File: src/rtl/cpu_clock_ctrl.sv
// Run/step/halt clock controller: debounced operator buttons drive a small FSM that
// produces a flop-driven CPU clock at a switch-selected speed, plus a rising-edge counter.
module cpu_clock_ctrl #(
    parameter int DEB_W      = 20,
    parameter int DEB_CYCLES = 500000,
    parameter int HALF_W     = 25,
    parameter int HALF_SLOW  = 25000000,
    parameter int HALF_MID   = 250000,
    parameter int HALF_FAST  = 25000,
    parameter int HALF_FULL  = 1
) (
    input  logic        clock,
    input  logic        reset_N,
    input  logic        btn_run_N,
    input  logic        btn_step_N,
    input  logic [1:0]  sw_speed,
    output logic        cpu_clock,
    output logic        running,
    output logic [15:0] cyc_count
);

    localparam logic [1:0] ST_HALT    = 2'd0;
    localparam logic [1:0] ST_RUN     = 2'd1;
    localparam logic [1:0] ST_STEP_LO = 2'd2;
    localparam logic [1:0] ST_STEP_HI = 2'd3;

    localparam logic [HALF_W-1:0] LOAD_SLOW = HALF_W'(HALF_SLOW - 1);
    localparam logic [HALF_W-1:0] LOAD_MID  = HALF_W'(HALF_MID - 1);
    localparam logic [HALF_W-1:0] LOAD_FAST = HALF_W'(HALF_FAST - 1);
    localparam logic [HALF_W-1:0] LOAD_FULL = HALF_W'(HALF_FULL - 1);
    localparam logic [DEB_W-1:0]  DEB_LAST  = DEB_W'(DEB_CYCLES - 1);

    logic [1:0] btn_raw;
    logic [1:0] press;

    assign btn_raw = {btn_step_N, btn_run_N};

    // Index 0 is the run button, index 1 the step button.
    genvar gi;
    generate
        for (gi = 0; gi < 2; gi++) begin : g_btn
            logic             sync1_reg;
            logic             sync2_reg;
            logic             deb_level_reg;
            logic             deb_prev_reg;
            logic [DEB_W-1:0] deb_cnt_reg;

            always_ff @(posedge clock or negedge reset_N) begin
                if (!reset_N) begin
                    sync1_reg     <= 1'b1;
                    sync2_reg     <= 1'b1;
                    deb_level_reg <= 1'b1;
                    deb_prev_reg  <= 1'b1;
                    deb_cnt_reg   <= '0;
                end else begin
                    sync1_reg    <= btn_raw[gi];
                    sync2_reg    <= sync1_reg;
                    deb_prev_reg <= deb_level_reg;
                    // Any return to the accepted level restarts the stability count.
                    if (sync2_reg == deb_level_reg) begin
                        deb_cnt_reg <= '0;
                    end else if (deb_cnt_reg == DEB_LAST) begin
                        deb_level_reg <= sync2_reg;
                        deb_cnt_reg   <= '0;
                    end else begin
                        deb_cnt_reg <= deb_cnt_reg + DEB_W'(1);
                    end
                end
            end

            assign press[gi] = deb_prev_reg & ~deb_level_reg;
        end
    endgenerate

    logic              run_press;
    logic              step_press;
    logic [1:0]        state_reg, state_next;
    logic [HALF_W-1:0] half_reg, half_next;
    logic [HALF_W-1:0] half_load;
    logic              clk_reg, clk_next;
    logic              stop_reg, stop_next;
    logic              running_reg;
    logic [15:0]       cnt_reg;
    logic [15:0]       cnt_next;
    logic              tick;
    logic              stop_eff;

    assign run_press  = press[0];
    assign step_press = press[1];
    assign tick       = (half_reg == '0);
    // A run press coinciding with a pending stop cancels it.
    assign stop_eff   = stop_reg ^ run_press;

    always_comb begin
        half_load = LOAD_FULL;
        case (sw_speed)
            2'd0:    half_load = LOAD_SLOW;
            2'd1:    half_load = LOAD_MID;
            2'd2:    half_load = LOAD_FAST;
            default: half_load = LOAD_FULL;
        endcase
    end

    always_comb begin
        state_next = state_reg;
        half_next  = half_reg;
        clk_next   = clk_reg;
        stop_next  = stop_reg;
        case (state_reg)
            ST_HALT: begin
                if (run_press) begin
                    state_next = ST_RUN;
                    half_next  = half_load;
                end else if (step_press) begin
                    state_next = ST_STEP_LO;
                    half_next  = LOAD_FAST;
                end
            end
            ST_RUN: begin
                stop_next = stop_eff;
                if (tick) begin
                    half_next = half_load;
                    // Stops are only taken at the end of a low phase, never cutting a high one.
                    if (!clk_reg && stop_eff) begin
                        state_next = ST_HALT;
                        stop_next  = 1'b0;
                    end else begin
                        clk_next = ~clk_reg;
                    end
                end else begin
                    half_next = half_reg - HALF_W'(1);
                end
            end
            ST_STEP_LO: begin
                if (tick) begin
                    clk_next   = 1'b1;
                    state_next = ST_STEP_HI;
                    half_next  = LOAD_FAST;
                end else begin
                    half_next = half_reg - HALF_W'(1);
                end
            end
            default: begin
                if (tick) begin
                    clk_next   = 1'b0;
                    state_next = ST_HALT;
                end else begin
                    half_next = half_reg - HALF_W'(1);
                end
            end
        endcase
    end

    assign cnt_next = cnt_reg + {15'd0, clk_next & ~clk_reg};

    always_ff @(posedge clock or negedge reset_N) begin
        if (!reset_N) begin
            state_reg   <= ST_HALT;
            half_reg    <= '0;
            clk_reg     <= 1'b0;
            stop_reg    <= 1'b0;
            running_reg <= 1'b0;
            cnt_reg     <= '0;
        end else begin
            state_reg   <= state_next;
            half_reg    <= half_next;
            clk_reg     <= clk_next;
            stop_reg    <= stop_next;
            running_reg <= (state_next == ST_RUN);
            cnt_reg     <= cnt_next;
        end
    end

    assign cpu_clock = clk_reg;
    assign running   = running_reg;
    assign cyc_count = cnt_reg;

endmodule

File: config.mk
export PLATFORM = sky130hd
export DESIGN_NAME = cpu_clock_ctrl
export DESIGN_NICKNAME = d
export VERILOG_FILES = /design/src/rtl/cpu_clock_ctrl.sv
export SDC_FILE = /design/constraint.sdc
export NUM_CORES = 1
export LEC_CHECK = 0
export ABC_AREA = 0
export BUFFER_PORTS_ARGS = -buffer_cell sky130_fd_sc_hd__buf_2
export CAP_MARGIN = 0
export CELL_PAD_IN_SITES_DETAIL_PLACEMENT = 0
export CELL_PAD_IN_SITES_GLOBAL_PLACEMENT = 2
export CORE_MARGIN = 2
export CORE_UTILIZATION = 40
export CTS_BUF_LIST = sky130_fd_sc_hd__clkbuf_8
export DETAILED_ROUTE_END_ITERATION = 12
export PLACE_DENSITY = 0.88
export SYNTH_ARGS = -nofsm -noshare
export SYNTH_HDL_FRONTEND = slang
export SYNTH_SLANG_ARGS = --single-unit
File: constraint.sdc
create_clock -name clock -period 4.6 [get_ports clock]
set_clock_uncertainty 0.05 [all_clocks]
set_input_delay 0.46 -clock clock [delete_from_list [all_inputs] [get_ports clock]]
set_output_delay 0.46 -clock clock [all_outputs]
set_load 0.02 [all_outputs]
After elaboration in Yosys (flattened, before gate mapping)

Index checks and enable logic that the tools add are counted.

Bits in registers: 94
Input port bits: 6

Equality and inequality tests: 11
Add/subtract/negate cells: 4
Bitwise logic cells: 9
Reduce and logical (&&, ||, !) cells: 8
Muxes and demuxes: 25

Operators by type and width:

| operator                                               | number |
|---|---|
| one-hot mux 25 bit (3 select lines)                    | 2 |
| two-way mux 25 bit                                     | 5 |
| two-way mux 20 bit                                     | 4 |
| adder 20 x 1 -> 20 bit (second input constant)         | 2 |
| == test 20 x 19 -> 1 bit (second input constant)       | 2 |
| logical NOT 25 bit                                     | 1 |
| subtractor 25 x 1 -> 25 bit (second input constant)    | 1 |
| adder 16 x 1 -> 16 bit                                 | 1 |
| two-way mux 2 bit                                      | 6 |
| == test 2 x 1 -> 1 bit (second input constant)         | 3 |
| two-way mux 1 bit                                      | 6 |
| one-hot mux 2 bit (3 select lines)                     | 1 |
| AND reduction 2 bit                                    | 3 |
| inverter 1 bit                                         | 5 |
| == test 2 bit (second input constant)                  | 2 |
| logical NOT 2 bit                                      | 2 |
| inequality test 4 x 1 -> 1 bit (second input constant) | 1 |
| bitwise AND 1 bit                                      | 3 |
| inequality test 3 bit (second input constant)          | 1 |
| one-hot mux 1 bit (3 select lines)                     | 1 |
| == test 1 bit                                          | 2 |
| logical AND 1 bit                                      | 1 |
| logical NOT 1 bit                                      | 1 |
| bitwise XOR 1 bit                                      | 1 |

Logic depth before layout (Yosys ltp)

Gate-level depths: netlist of the first run.

Word-level depth: 9
Depth in mapped cells: 13
Gate-level depth less buffers: 12

Worst setup path after synthesis of the first run

No wires, ideal clock.

Path type: register to register
Start: register half_reg[0]
End: register cnt_reg[14], in the netlist cyc_count[14]
Clock period less this slack: 3481 ps
Buffers on the path: 1
Library setup time: 129 ps
Arrival: 3301 ps
Required time: 4421 ps
Setup slack: 1119 ps
Cell stages (with the launch flop): 14
Cells stage by stage: dfrtp_1 inv_1 ha_1 or3b_1 or4_4 buf_2 nor4_1 and2_1 ha_1 ha_1 nand3_1 nor2_1 nand4_1 xnor2_1

Word-level cells in the longest chain between the ends: 5

RTL lines:

| element                              | line          | RTL |
|---|---|---|
| start, declared                      | 78            | `logic [HALF_W-1:0] half_reg, half_next;` |
| start signal, assigned               | 166           | `half_reg <= half_next;` |
| logical NOT 25 bit *                 | 90            | `assign tick = (half_reg == '0);` |
| two-way mux 1 bit (on tied branches) | 144, 121, 135 |  |
| one-hot mux 1 bit (3 select lines) * | 109           | `case (state_reg)` |
| bitwise AND 1 bit *                  | 154           | `assign cnt_next = cnt_reg + {15'd0, clk_next & ~clk_reg};` |
| adder 16 x 1 -> 16 bit *             | 154           |  |
| net cnt_next[14]                     | 84            | `logic [15:0] cnt_next;` |
| end signal, assigned                 | 170           | `cnt_reg <= cnt_next;` |
| end, declared                        | 83            | `logic [15:0] cnt_reg;` |

Mark *: on every way through the listed nets, which the timed path passes. The rest lies on a longest branch.
A chain may end at the register's enable or synchronous reset.

Worst setup path after layout of the first run

Start: register half_reg[12]
End: register cnt_reg[14], in the netlist cyc_count[14]

The elaborated chain is that of the path after synthesis.

==> results of run 1 <==
-- cells in the mapped netlist (4+ instances only) --
library cell,instances,area (µm²)
xnor2_1,23,201
a311oi_1,4,35.0
inv_1,13,48.8
or2_2,6,37.5
a31oi_1,4,25.0
o21ai_0,21,105
nor3_1,21,105
clkbuf_1,11,41.3
nor2b_1,5,31.3
nand4_1,9,56.3
xor2_1,29,254
ha_1,11,138
dfstp_2,8,210
or3_1,8,50.1
nand3_1,42,210
and3_1,11,68.8
nor2_1,81,304
nand2_1,30,113
a21oi_1,15,75.1
and2_1,4,25.0
dfrtp_1,86,2150
nor4_1,16,100
nand2b_1,4,25.0
-- worst max-delay path, delay by kind of cell, from the launching register on --
family / cells / cell delay, ns
XOR/XNOR: 1 / 0.15
adder cells (fa/ha/maj): 2 / 0.50
flip-flops: 1 / 0.47
AND/OR/NAND/NOR: 7 / 2.59
-- worst max path at each step --
stage	start	to	slack [ns]
final	half_reg[12]$_DFFE_PN0P_	cyc_count[14]$_DFF_PN0_	0.74
after global routing	half_reg[17]$_DFFE_PN0P_	cyc_count[14]$_DFF_PN0_	0.52
after CTS	half_reg[17]$_DFFE_PN0P_	cyc_count[14]$_DFF_PN0_	0.78
after detailed placement	half_reg[12]$_DFFE_PN0P_	cyc_count[14]$_DFF_PN0_	0.79
after global placement	half_reg[12]$_DFFE_PN0P_	cyc_count[14]$_DFF_PN0_	0.97
after floorplan	half_reg[0]$_DFFE_PN0P_	cyc_count[14]$_DFF_PN0_	1.12
-- cell families after synthesis --
family | Yosys count | share of synthesized area (%)
compound gates | 84 | 12.1
xor+xnor | 52 | 9.05
fa+ha+maj | 11 | 2.73
buf+inv | 30 | 2.54
flops | 94 | 46.9
mux | 3 | 0.646
simple gates | 256 | 26.0
-- cells in the final DEF (no fill, tap or decap), types with 16 or more instances in the layout --
master	netlist	final
dfrtp_1	86	86
nor2_1	81	81
nand3_1	42	42
nand2_1	30	30
xor2_1	29	29
xnor2_1	23	23
buf_2	3	22
nor3_1	21	21
o21ai_0	21	21
nor4_1	16	16
-- metrics by stage --
stage | hold WS (ns) | util [%]
after floorplan | 0.114 | -
after global placement | 0.298 | 43.7
after global routing | 0.0954 | 45.2
final | 0.0791 | 45.2
after CTS | 0.0958 | 45.2
after detailed placement | 0.298 | 43.7
-- area by class of cell --
type	count	area, µm²
Tap cell	168	210
Fill cell	1176	6670
Inverter	13	48.8
Clock buffer	9	124
Timing Repair Buffer	28	155
Clock inverter	7	48.8
Multi-Input combinational cell	406	2540
Sequential cell	94	2360
-- layer usage --
metal	vias to the layer above	GRT usage [%]
met5	-	0
met4	0	5.56
met3	15	4.72
met2	86	28.9
met1	1962	25.7
li1	1942	-
-- power by group --
group          internal (µW)  total [µW]  switching (µW)  leakage [µW]
logic                   13.3        48.3            35.0       0.00103
clock network            197         505             307     0.0000834
registers                835         843            7.59       0.00123
==> flow_summary.toml, run 1 <==
[yosys]
netlist_instances = 530
yosysWarnings = 0
synth_flop_cell = "dfrtp_1"
synth-seq-cells = 94
synth_edf_count = 0
synthesis.nets = 547
synthDistinctLibCells = 70
synth_area_per_cell_um2 = 9.50
async_flop_share_pct = 100
yosysSeqAreaShare_pct = 46.9
synth_area_um2 = 5030

[sta]
min_period_over_period_pct = 83.9
drv_slew = 0
layout_setup_ws_ns = 0.742
min_period_ns = 3.86
fmax_mhz = 259
rsz0062_at_grt = "no"
max_slew_margin_pct = 31.4
worstMarginPinSlew_ns = 1.02
hold_viol_final = 0
fin_setup_tns_ns = 0
finalSetupViolations = 0

[route]
met1_length_mm = 5.67
wl_per_cell_um = 16.1
vias = 4005
first_pass_iters = 5
drt_iter0_markers = 423
drcViolationCount = 0
wl_met3_um = 497
wirelength_mm = 11.7
via_per_inst = 5.52
ant_nets = 0
highest_layer = "met4"
wl_met2_mm = 5.30

[run]
maxCapViolations = 0

[clocking]
cts_hold_buf = 0
clkLatencyLatePin_ns = 0.39
cts_tree = "done"
cts-htree-levels = 3
cts_buffer_depth = 2
post_cts_buffers = 0
cts_inserted_buffers = 9
root_buffer = "clkbuf_8"
cts_num_sinks = 94
ctsResizeCount = 0
clkTransAtPathRegs_ns = 0.10

[pwr]
ir_worst_vdd_v = 0.000225
p_leak_uw = 0.00235
finalPower_uw = 1400
powerDensity_nw_per_um2 = 254

[cells_and_area]
largest_register_ffs = 40
drive_gt1_share_pct = 13.1
areaGrowthSynthToFinish_pct = 9.12
stdcell_area_um2 = 5490
n_antenna_cell = 0
stdcell_count = 725
nets = 569

[die]
coreArea_um2 = 12200
ioPinCount = 24
fp-row-count = 40
dieArea_um2 = 13500
die_x_um = 116
fp.dieH_um = 116
initial_core_util_pct = 41.4

[run_status]
outcome = "complete, no violations"

[place]
dp_slack_ns = 0.795
placed_area_um2 = 5320
place_congestion = 0.841
dpl.hpwl_mm = 8.16
numPlacedInstances = 709
port-buffer-count = 23

[setup_path]
r2r_slack_ns = 0.74
startpoint_type = "flop"
cp-end-kind = "flop"
r2r-start = "half_reg[12]$_DFFE_PN0P_"
arrival_ns = 4.09
crit_chain = "or4_1 > or4_1 > nor4_1 > and2_1 > ha_1 > ha_1 > nand3_1 > nor2_1 > nand4_1 > xnor2_1"
path_class = "flop to flop"
reg2regPathDepth = 10
cp_max_fo = 9
cp.required_ns = 4.83
timing.rr.end = "cyc_count[14]$_DFF_PN0_"
critical_path.slowest_cell = "or4_1"
cp_slowest_stage_delay_ns = 0.69

[grt]
gr-total-overflow = 0
track_usage_pct = 18.6
grt_pass1_vias = 3786
antenna_found_initial = 0
grt_pass1_wl_mm = 19.5
grt_start_max_net_pins = 61

[hold_path]
min_path_type = "primary input to async pin"
Note: power is estimated with default switching activity, not from simulation.
==> run 2: changes to the inputs <==
CORE_UTILIZATION = 37   (was 40)
PLACE_DENSITY = 0.86   (was 0.88)
clock period = 3.13 ns   (was 4.6 ns; I/O delays follow)
==> run 2 against run 1 <==
Effect of this change:
- sequential share of layout area down 2.4 points
- cell area rose by 6.0%
- routed wire length grew 3.8%
- power up 52%
- clock power is 61% higher
- setup slack worse by 0.64 ns
- largest power group unchanged
- highest routed layer unchanged
==> flow_summary.toml, run 2 (synthesis results as in run 1) <==
[run_status]
outcome = "complete, no violations"

[pwr]
p_leak_uw = 0.00249
powerDensity_nw_per_um2 = 365
ir_worst_vdd_v = 0.000261

[grt]
grt_pass1_wl_mm = 20.2
track_usage_pct = 17.6
gr-total-overflow = 0
grt_pass1_vias = 3959
grt_start_max_net_pins = 81
antenna_found_initial = 0

[setup_path]
path_class = "flop to flop"
critical_path.slowest_cell = "or4_4"
path_common_cell = "ha_4"
startpoint_type = "flop"
worst-path-buf-inv = 1
arrival_ns = 3.24
cp.required_ns = 3.35
crit_chain = "inv_2 > ha_4 > or3b_4 > or4_4 > nor4_4 > and2_4 > ha_4 > ha_4 > nand3_4 > nor2_4 > nand4_1 > xnor2_1"
cp_slowest_stage_delay_ns = 0.56
cp-end-kind = "flop"
crit_family = "simple AND/OR/NAND/NOR gates"
cp_max_fo = 5

[clocking]
cts_inserted_buffers = 9
cts_buffer_depth = 2
cts_tree = "done"
cts-htree-levels = 3
root_buffer = "clkbuf_8"
clkLatencyLatePin_ns = 0.38
clkTransAtPathRegs_ns = 0.09
cts_num_sinks = 94

[sta]
min_period_ns = 3.02
max_slew_margin_pct = 35.5
drv_slew = 0
layout_setup_ws_ns = 0.106
fin_setup_tns_ns = 0
worstMarginPinSlew_ns = 0.966
finalSetupViolations = 0
fmax_mhz = 331
rsz0062_at_grt = "yes"
hold_viol_final = 0
min_period_over_period_pct = 96.6

[run]
maxCapViolations = 0

[die]
die_x_um = 121
fp.dieH_um = 121
dieArea_um2 = 14600
initial_core_util_pct = 38.0
coreArea_um2 = 13200
fp-row-count = 42
ioPinCount = 24

[place]
place_congestion = 0.888
port-buffer-count = 23
numPlacedInstances = 737
dpl.hpwl_mm = 8.58
dp_slack_ns = 0.0644
placed_area_um2 = 5520

[cells_and_area]
mostFrequentLayoutCells = "dfrtp_1, nor2_1, nand3_1"
layout_commonest_cell = "dfrtp_1"
stdcell_area_um2 = 5820
stdcell_count = 760
areaGrowthSynthToFinish_pct = 15.7
drive_gt1_share_pct = 18.2
largest_register_ffs = 40
nets = 596
n_antenna_cell = 0

[route]
ant_nets = 0
drcViolationCount = 0
vias = 4158
wl_per_cell_um = 15.9
drt_iter0_markers = 250
wirelength_mm = 12.1
first_pass_iters = 5
via_per_inst = 5.47

[hold_path]
min_path_type = "primary input to async pin"
## run 2: where the power goes
part           internal [µW]  leakage, µW  switching [µW]
sequential              1230      0.00123            10.2
combinational           24.7      0.00116            54.1
clock                    367     0.000102             445
total                   1620      0.00249             509
## run 2: layer usage
layer / global-route usage, % / wire length (µm)
met5: 0 / 0
met4: 6.25 / 265
met3: 3.63 / 513
met2: 26.8 / 5470
met1: 24.8 / 5850
## run 2: path summary, 6_finish.rpt
kind | end | from | cells after the start | slack [ns]
max | cyc_count[14]$_DFF_PN0_ | half_reg[1]$_DFFE_PN0P_ | 12 | 0.11
min | g_btn[0].deb_cnt_reg[6]$_DFF_PN0_ | reset_N | 2 | 0.27
max reg2reg | cyc_count[14]$_DFF_PN0_ | half_reg[1]$_DFFE_PN0P_ | 12 | 0.11
min reg2reg | g_btn[1].sync2_reg$_DFF_PN1_ | g_btn[1].sync1_reg$_DFF_PN1_ | 0 | 0.31
max in group asynchronous | g_btn[1].deb_level_reg$_DFFE_PN1P_ | reset_N | 3 | 2.04
min in group clock | g_btn[1].sync2_reg$_DFF_PN1_ | g_btn[1].sync1_reg$_DFF_PN1_ | 0 | 0.31
## run 2: what timing repair did
action                                 in CTS  in global routing
setup endpoints to repair                   0                  2
buffers inserted                            0                  4
gates resized for setup                     0                 11
endpoints found under the hold margin      16                  0
hold buffers                                3                  0
## run 2: cell type report
cell class	count	area, µm²
fill	1316	7420
inverter	13	48.8
sequential	94	2360
multi-input combinational	406	2620
timing repair buffer	55	378
clock buffer	9	124
tap	176	220
clock inverter	7	67.6
## run 2: through the flow
stage	total power, µW	util, %	hold slack (ns)
2_1_floorplan	1290	-	-0.0326
3_3_place_gp	1340	41.6	0.135
3_5_place_dp	1340	41.6	0.139
4_1_cts	2160	43.3	0.259
5_1_grt	2240	44.0	0.267
6_report	2130	44.0	0.274
